### src/rtl/rv32i_pkg.sv
// Shared types and constants for the rv32i pipeline control path.
// Holds the hazard controller state encoding and the ALU operand-forward selects.
// No logic; imported by the controller and its forwarding sub-block.
package rv32i_pkg;

  typedef enum logic [1:0] {
    RST_FLUSH = 2'd0,
    RUN       = 2'd1,
    MEM_WAIT  = 2'd2,
    ERROR     = 2'd3
  } ctrl_state_t;

  localparam logic [1:0] FWD_RF = 2'b00;
  localparam logic [1:0] FWD_W  = 2'b01;
  localparam logic [1:0] FWD_M  = 2'b10;

endpackage

### src/rtl/fwd_sel.sv
// Operand forward select for one E-stage source register.
// Latency: purely combinational, zero cycles.
// Backpressure: none; the caller decides when the select is honoured.
module fwd_sel
  import rv32i_pkg::*;
#(
  parameter int REG_WIDTH = 5
) (
  input  logic [REG_WIDTH-1:0] rs,
  input  logic [REG_WIDTH-1:0] rd_m,
  input  logic [REG_WIDTH-1:0] rd_w,
  input  logic                 regwrite_m,
  input  logic                 regwrite_w,
  output logic [1:0]           sel
);

  // M is the younger producer, so it overrides W; x0 never forwards.
  always_comb begin
    sel = FWD_RF;
    if (regwrite_w && (rd_w != '0) && (rd_w == rs)) sel = FWD_W;
    if (regwrite_m && (rd_m != '0) && (rd_m == rs)) sel = FWD_M;
  end

endmodule

### src/rtl/pipeline_ctrl.sv
// Central stall/flush/forward controller for the 5-stage rv32i pipeline.
// Latency: stall/flush/forward outputs are same-cycle; state, mem_err, stall_cycles registered.
// Backpressure: a memory wait freezes F..M and bubbles W; a watchdog latches a sticky error.
module pipeline_ctrl
  import rv32i_pkg::*;
#(
  parameter int REG_WIDTH   = 5,
  parameter int MEM_TIMEOUT = 16,
  parameter int CNT_WIDTH   = 16
) (
  input  logic                 clk,
  input  logic                 rst,
  input  logic                 memreadE,
  input  logic [REG_WIDTH-1:0] Rs1D,
  input  logic [REG_WIDTH-1:0] Rs2D,
  input  logic [REG_WIDTH-1:0] Rs1E,
  input  logic [REG_WIDTH-1:0] Rs2E,
  input  logic [REG_WIDTH-1:0] RdE,
  input  logic [REG_WIDTH-1:0] RdM,
  input  logic [REG_WIDTH-1:0] RdW,
  input  logic                 regwriteM,
  input  logic                 regwriteW,
  input  logic                 pc_srcE,
  input  logic                 dmem_req,
  input  logic                 dmem_ready,
  output logic                 stallF,
  output logic                 stallD,
  output logic                 stallE,
  output logic                 stallM,
  output logic                 flushD,
  output logic                 flushE,
  output logic                 flushW,
  output logic [1:0]           fwdAE,
  output logic [1:0]           fwdBE,
  output logic                 mem_err,
  output logic [CNT_WIDTH-1:0] stall_cycles
);

  // Wide enough to hold MEM_TIMEOUT itself, so the +1 never wraps.
  localparam int WCW = $clog2(MEM_TIMEOUT) + 1;

  ctrl_state_t          state_q, state_d;
  logic [WCW-1:0]       wait_cnt_q, wait_cnt_d;
  logic                 mem_err_q, mem_err_d;
  logic [CNT_WIDTH-1:0] stall_cycles_q, stall_cycles_d;

  logic       memwait;
  logic       lwstall;
  logic       active;
  logic [1:0] sel_a, sel_b;

  assign memwait = dmem_req & ~dmem_ready;
  assign lwstall = memreadE & (RdE != '0) & ((RdE == Rs1D) | (RdE == Rs2D));
  assign active  = (state_q == RUN) || (state_q == MEM_WAIT);

  fwd_sel #(.REG_WIDTH(REG_WIDTH)) u_fwd_a (
    .rs         (Rs1E),
    .rd_m       (RdM),
    .rd_w       (RdW),
    .regwrite_m (regwriteM),
    .regwrite_w (regwriteW),
    .sel        (sel_a)
  );

  fwd_sel #(.REG_WIDTH(REG_WIDTH)) u_fwd_b (
    .rs         (Rs2E),
    .rd_m       (RdM),
    .rd_w       (RdW),
    .regwrite_m (regwriteM),
    .regwrite_w (regwriteW),
    .sel        (sel_b)
  );

  // Per-stage controls: fixed patterns in RST_FLUSH/ERROR, prioritised hazards otherwise.
  always_comb begin
    stallF = 1'b0;
    stallD = 1'b0;
    stallE = 1'b0;
    stallM = 1'b0;
    flushD = 1'b0;
    flushE = 1'b0;
    flushW = 1'b0;
    fwdAE  = FWD_RF;
    fwdBE  = FWD_RF;
    case (state_q)
      RST_FLUSH: begin
        stallF = 1'b1;
        flushD = 1'b1;
        flushE = 1'b1;
        flushW = 1'b1;
      end
      ERROR: begin
        stallF = 1'b1;
        stallD = 1'b1;
        stallE = 1'b1;
        stallM = 1'b1;
        flushW = 1'b1;
      end
      default: begin
        fwdAE = sel_a;
        fwdBE = sel_b;
        if (memwait) begin
          stallF = 1'b1;
          stallD = 1'b1;
          stallE = 1'b1;
          stallM = 1'b1;
          flushW = 1'b1;
        end else if (pc_srcE) begin
          // Redirect squashes the load-use victim too, so no stall is needed.
          flushD = 1'b1;
          flushE = 1'b1;
        end else if (lwstall) begin
          stallF = 1'b1;
          stallD = 1'b1;
          flushE = 1'b1;
        end
      end
    endcase
  end

  // Next-state: flush-once after reset, memory-wait tracking with watchdog, stall counting.
  always_comb begin
    state_d        = state_q;
    wait_cnt_d     = wait_cnt_q;
    mem_err_d      = mem_err_q;
    stall_cycles_d = stall_cycles_q;
    case (state_q)
      RST_FLUSH: begin
        state_d    = RUN;
        wait_cnt_d = '0;
      end
      ERROR: begin
        state_d   = ERROR;
        mem_err_d = 1'b1;
      end
      default: begin
        if (memwait) begin
          wait_cnt_d = wait_cnt_q + WCW'(1);
          if (wait_cnt_q == WCW'(MEM_TIMEOUT - 1)) begin
            state_d   = ERROR;
            mem_err_d = 1'b1;
          end else begin
            state_d = MEM_WAIT;
          end
        end else begin
          wait_cnt_d = '0;
          state_d    = RUN;
        end
        if (stallD && (stall_cycles_q != '1)) stall_cycles_d = stall_cycles_q + CNT_WIDTH'(1);
      end
    endcase
  end

  // Controller state register; reset lands in RST_FLUSH without waiting for a clock.
  always_ff @(posedge clk or posedge rst) begin
    if (rst) begin
      state_q        <= RST_FLUSH;
      wait_cnt_q     <= '0;
      mem_err_q      <= 1'b0;
      stall_cycles_q <= '0;
    end else begin
      state_q        <= state_d;
      wait_cnt_q     <= wait_cnt_d;
      mem_err_q      <= mem_err_d;
      stall_cycles_q <= stall_cycles_d;
    end
  end

  assign mem_err      = mem_err_q;
  assign stall_cycles = stall_cycles_q;

endmodule
### config.mk
export PLATFORM = sky130hd
export DESIGN_NAME = pipeline_ctrl
export DESIGN_NICKNAME = d
export VERILOG_FILES = /design/src/rtl/rv32i_pkg.sv /design/src/rtl/fwd_sel.sv /design/src/rtl/pipeline_ctrl.sv
export SDC_FILE = /design/constraint.sdc
export NUM_CORES = 1
export LEC_CHECK = 0
export ABC_AREA = 1
export CELL_PAD_IN_SITES_DETAIL_PLACEMENT = 0
export CELL_PAD_IN_SITES_GLOBAL_PLACEMENT = 2
export CORE_MARGIN = 4
export CORE_UTILIZATION = 24
export CTS_BUF_LIST = sky130_fd_sc_hd__clkbuf_8
export CTS_CLUSTER_SIZE = 14
export DETAILED_ROUTE_END_ITERATION = 8
export GPL_ROUTABILITY_DRIVEN = 0
export MAX_ROUTING_LAYER = met4
export PLACE_DENSITY_LB_ADDON = 0.05
export SYNTH_ARGS = -nofsm -noshare
export SYNTH_HDL_FRONTEND = slang
export SYNTH_HIERARCHICAL = 1
export SYNTH_SLANG_ARGS = --single-unit
### constraint.sdc
create_clock -name clk -period 2.3 [get_ports clk]
set_clock_uncertainty 0.1 [all_clocks]
set_input_delay 0.345 -clock clk [delete_from_list [all_inputs] [get_ports clk]]
set_output_delay 0.345 -clock clk [all_outputs]
set_load 0.03 [all_outputs]
Yosys cells after proc, flatten, opt, wreduce, memory -nomap -nowiden:

Index checks and enable logic that the tools add are counted.

* register bits: 24
* bits in latches: 0
* memory bits (writable): 0
* ROM bits: 0
* input port bits: 43
* output and inout port bits: 28
* memories: 0

* add/subtract/negate cells: 2
* multiply operators: 0
* divide/modulo/power cells: 0
* $lt $le $gt $ge: 0
* eq/ne operators: 9
* shift-type cells: 0
* muxes and demuxes: 28
* bitwise operators: 7
* reduce and logical (&&, ||, !) cells: 16

Operators with widths (count)
* $eq 5x5->1: 6
* $add 16x1->16 const B: 1
* $ne 16x16->1 const B: 1
* $mux 1: 15
* $reduce_bool 5->1: 3
* $mux 2: 5
* $pmux 1 s2: 5
* $pmux 5 s2: 1
* $logic_and 1x1->1: 7
* $add 5x1->5 const B: 1
* $eq 5x4->1 const B: 1
* $mux 5: 1
* $pmux 2 s2: 1
* $reduce_bool 2->1: 2
* $and 1x1->1: 3
* $not 1->1: 3
* $reduce_and 3->1: 1
* $eq 2x2->1 const B: 1
* $logic_not 2->1: 1
* $reduce_and 2->1: 1
* $reduce_or 2->1: 1
* $or 1x1->1: 1

Logic depth before layout (Yosys ltp):

* word-level depth: 9
* mapped depth: 12
* mapped depth without buffers: 11

Modules after synthesis:

The synthesis kept the hierarchy.

Modules (own cells, without submodules)
* pipeline_ctrl: times used 1, cells each 248, area an instance 1736.7 um^2, sequential area each 600.6 um^2
* fwd_sel: times used 2, cells each 50, area an instance 221.5 um^2, sequential area each 0.0 um^2

Worst setup path after synthesis:

Ideal clock, no wire load.

* path kind: flip-flop to output port
* start: reg state_q[0]
* end: out flushE
* arrival: 2.110 ns
* data required time: 1.855 ns
* setup slack: -0.255 ns
* cell stages (with the launch flop): 8
* buffers on the path: 0
* cell sequence: dfrtp_1 -> inv_1 -> ha_1 -> inv_2 -> nor2_1 -> inv_2 -> o22ai_1 -> a31o_1

* longest elaborated chain between the ends: 2

RTL lines
* start: declaration: line pipeline_ctrl.sv:42 `ctrl_state_t state_q, state_d;`
* start signal: assignment: line pipeline_ctrl.sv:162 `state_q <= state_d;`
* $eq 2x2->1 / $logic_not 2->1 (equally long branches): line pipeline_ctrl.sv:85 `case (state_q)`
* $pmux 1 s2 *: line pipeline_ctrl.sv:85
* end: declaration: line pipeline_ctrl.sv:31 `output logic flushE,`

Mark *: on every way between the ends. The rest lies on a longest branch, timed or not.

Final worst setup path:

* start: in RdE[0]
* end: out stallD

* longest elaborated chain between the ends: 7

RTL lines
* start: declaration: line pipeline_ctrl.sv:18 `input logic [REG_WIDTH-1:0] RdE,`
* $eq 5x5->1 / $reduce_bool 5->1 (equally long branches): line pipeline_ctrl.sv:53 `assign lwstall = memreadE & (RdE != '0) & ((RdE == Rs1D) | (RdE == Rs2D));`
* $or 1x1->1 / $and 1x1->1 (equally long branches): line pipeline_ctrl.sv:53
* $and 1x1->1 *: line pipeline_ctrl.sv:53
* $mux 1 *: line pipeline_ctrl.sv:112 `end else if (lwstall) begin`
* $mux 1 *: line pipeline_ctrl.sv:108 `end else if (pc_srcE) begin`
* $mux 1 *: line pipeline_ctrl.sv:102 `if (memwait) begin`
* $pmux 1 s2 *: line pipeline_ctrl.sv:85
* end: declaration: line pipeline_ctrl.sv:27 `output logic stallD,`

Marks and branches as above.

==> key figures <==
STA
  • Fin crit period: between 2 and 2.5 ns
  • Slew Limit Fails: 0
  • Measured slew at the worst slew-check pin: 0.351 ns
  • Final Cycle Share: 0.943
  • Total negative setup slack: 0 ns
  • Worst slew margin: 0.764
  • Endpoints failing setup: 0
  • Fmax: 461 MHz
  • Hold Violations, Final: 0
  • RSZ-0062 raised after global routing: false

Pwr
  • Clock power frac: 0.191
  • Logic pwr share: 0.541
  • Int Power: 1100 uW
  • Sw Share: 0.446
  • Static Leak: ~0.0016 uW
  • Worst vdd ir: approximately 420 uV
  • Switching power: 888 uW
  • Pwr dens: between 600 and 700 nW/um^2
  • Sequential power share: 0.268

Drt
  • Post-DRT Antenna Nets: 0
  • Drt total wl: 6640 microns
  • Wire length per cell: 12.5 microns
  • Detailed Routing Iterations Pass 1: 4
  • DRC: 0
  • Iteration-0 DRC Markers: 60
  • Via count: 2289
  • Vias per inst: 4.30

Global routing
  • GRT overflow: 0
  • Antenna violations before repair: 0
  • Global-route wire length before repair: 10800 microns
  • Vias in the first global route: 2206
  • Total GRT Usage: 0.130
  • Largest net degree at the start of global routing: 25

Final layout
  • Post-layout nets: 473
  • Most common cell after layout, fill and taps aside: nand2_1
  • N_diodes: 0
  • Layout cells sized above 1: 0.134
  • Synth-to-Final Area Change: 43.2%
  • Final std cells w/o fill: 532
  • Commonest non-fill, non-tap cells in the layout: nand2_1 (115), clkdlybuf4s50_1 (54), inv_1 (52), nor2_1 (31), dfrtp_1 (24)
  • Number of fill cells in the layout: 956

Job
  • MaxCap Viol Count: 0

Die
  • Rows: 34
  • IO Pins: a little over 70
  • Core box area: a little under 9000 sq um
  • Die Y-Extent: a little over 100 microns
  • Die area: 10700 sq um
  • Starting density of the core: 0.249
  • Chip width: 103 microns

Critical path
  • Reg2reg setup slack: 0.36 ns
  • Worst-path maximum fanout: 4
  • Critical Path AT: 1.72 ns
  • Worst r2r src: stall_cycles[1]$_DFFE_PP0P_
  • Crit. End Element: output pin
  • WS Path Type: input port to output pin
  • Worst R2R End: stall_cycles[9]$_DFFE_PP0P_
  • Worst r2r path cells: 7
  • Critical Path RT: 1.86 ns
  • Worst setup SP type: input port

Clock tree
  • CTS clk-pin slew, worst paths: 0.09 ns
  • CTS tree: yes
  • CTS HTree Levels: 1
  • CTS Hold Bufs: 0
  • Clock sink total: 24
  • Clock buffer count from CTS: 3
  • Maximum clock path buffer count: 2
  • Latest clock arrival within the worst-skew pair: 0.27 ns
  • Root Driver: clkbuf_8

Run status
  • Outcome: completed

Synth
  • Distinct cell type count after synthesis: 31
  • Post-synthesis sequential area ratio: 0.276
  • #FFs+latches synth: 24
  • Area leader, netlist: dfrtp_1
  • Mapped Nets: 396
  • Largest cells by area after synthesis: dfrtp_1 (28%), nand2_1 (20%), inv_1 (9.0%)
  • Synthesized area: 2180 sq um
  • Mapped Avg Cell Area: 6.26 sq um
  • Top-area cell type share of the netlist area: 0.276
  • Gate count after technology mapping: 348
  • Yosys warns: 6

Placed design
  • DP HPWL: 5350 microns
  • Port bufs: 70
  • Placed Cells: about 530

Min path
  • Worst hold path class: input port to asynchronous set/reset pin
-- routing by layer --
metal	GRT usage	up-vias	share of wire
met5	-	-	0
met4	0.00896	0	0.0023
met3	0.0215	2	0.055
met2	0.217	48	0.46
met1	0.175	1011	0.48
li1	-	1228	-
-- registers in the layout (all words and copies together), names as in the netlist --
signal        count
wait_cnt_q        5
mem_err           1
stall_cycles     16
state_q           2
-- synthesized netlist by cell type --
library cell and instances:
o21ai_0 9, a21boi_0 2, dfrtp_1 24, inv_1 52
nand3_4 1, a22oi_1 1, nor2_1 32, nor3_2 1
inv_2 12, xnor2_1 9, nand4_4 1, a21oi_1 5
buf_6 1, nor3_1 3, a31o_1 1, clkbuf_1 2
nor2_2 6, nand4_1 18, clkinv_1 3, nor3_4 1
nand2_1 115, buf_2 2, xor2_1 10, ha_1 5
nand3_1 19, nand3_2 1, o22ai_1 2, buf_4 1
a31oi_1 1, nand2_2 7, nand2_4 1
-- power groups by stage --
stage	registers, uW	logic (uW)	clock network, uW
after floorplan	592	624	0
after global placement	540	1080	0
after detailed placement	542	1080	0
after CTS	533	1080	398
after global routing	541	1200	413
final	533	1080	380
-- layout make-up --
cell class / instances / area [sq um] / area share
Tap cell: 108 / 135 / 0.0433
Sequential cell: 24 / 601 / 0.192
Inverter: 67 / 251 / 0.0806
Timing Repair Buffer: 78 / 758 / 0.243
Clock inverter: 1 / 30.0 / 0.00962
Multi-Input combinational cell: 251 / 1310 / 0.418
Clock buffer: 3 / 41.3 / 0.0132
-- repair_timing --
item,in CTS,in global routing
resized for setup,1,6
endpoints found under the setup margin,1,6
buffers inserted,0,1
gates cloned,0,0
-- stage by stage --
step                power [uW]   util  cell area [sq um]  hold slack [ns]  setup slack (ns)
global placement          1620  0.345               3020            0.346            0.0591
finish                    1990  0.356               3120            0.323             0.130
global route              2150  0.356               3120            0.371           0.00636
CTS                       2020  0.353               3100            0.333            0.0239
floorplan                 1220      -               2190            0.260            0.0319
detailed placement        1620  0.345               3020            0.352            0.0281
-- how the worst max path moves through the flow --
stage / slack, ns / cells past startpoint / startpoint / endpoint
detailed placement: 0.03 / 10 / RdE[4] / stallD
global route: 0.006 / 10 / RdE[2] / stallD
floorplan: 0.03 / 7 / state_q[0]$_DFF_PP0_ / flushE
CTS: 0.02 / 10 / RdE[4] / stallD
finish: 0.13 / 10 / RdE[0] / stallD
global placement: 0.06 / 11 / RdM[1] / fwdAE[0]
-- worst max-delay path, stage by stage --
cell and delay [ns]:
clkdlybuf4s50_1 0.53, inv_1 0.08, nand2_1 0.06, nand2_1 0.04, nor2_1 0.09, nand3_1 0.07
nand2_1 0.10, nand3_2 0.08, a22oi_1 0.15, buf_4 0.19
-- cell families after synthesis --
family / synth area share
XOR/XNOR: 0.0763
adder cells (fa/ha/maj): 0.0287
flip-flops: 0.276
AND/OR/NAND/NOR: 0.432
AO/OA/AOI/OAI: 0.0551
buffers and inverters: 0.132
Note: power is estimated with default switching activity, not from simulation.
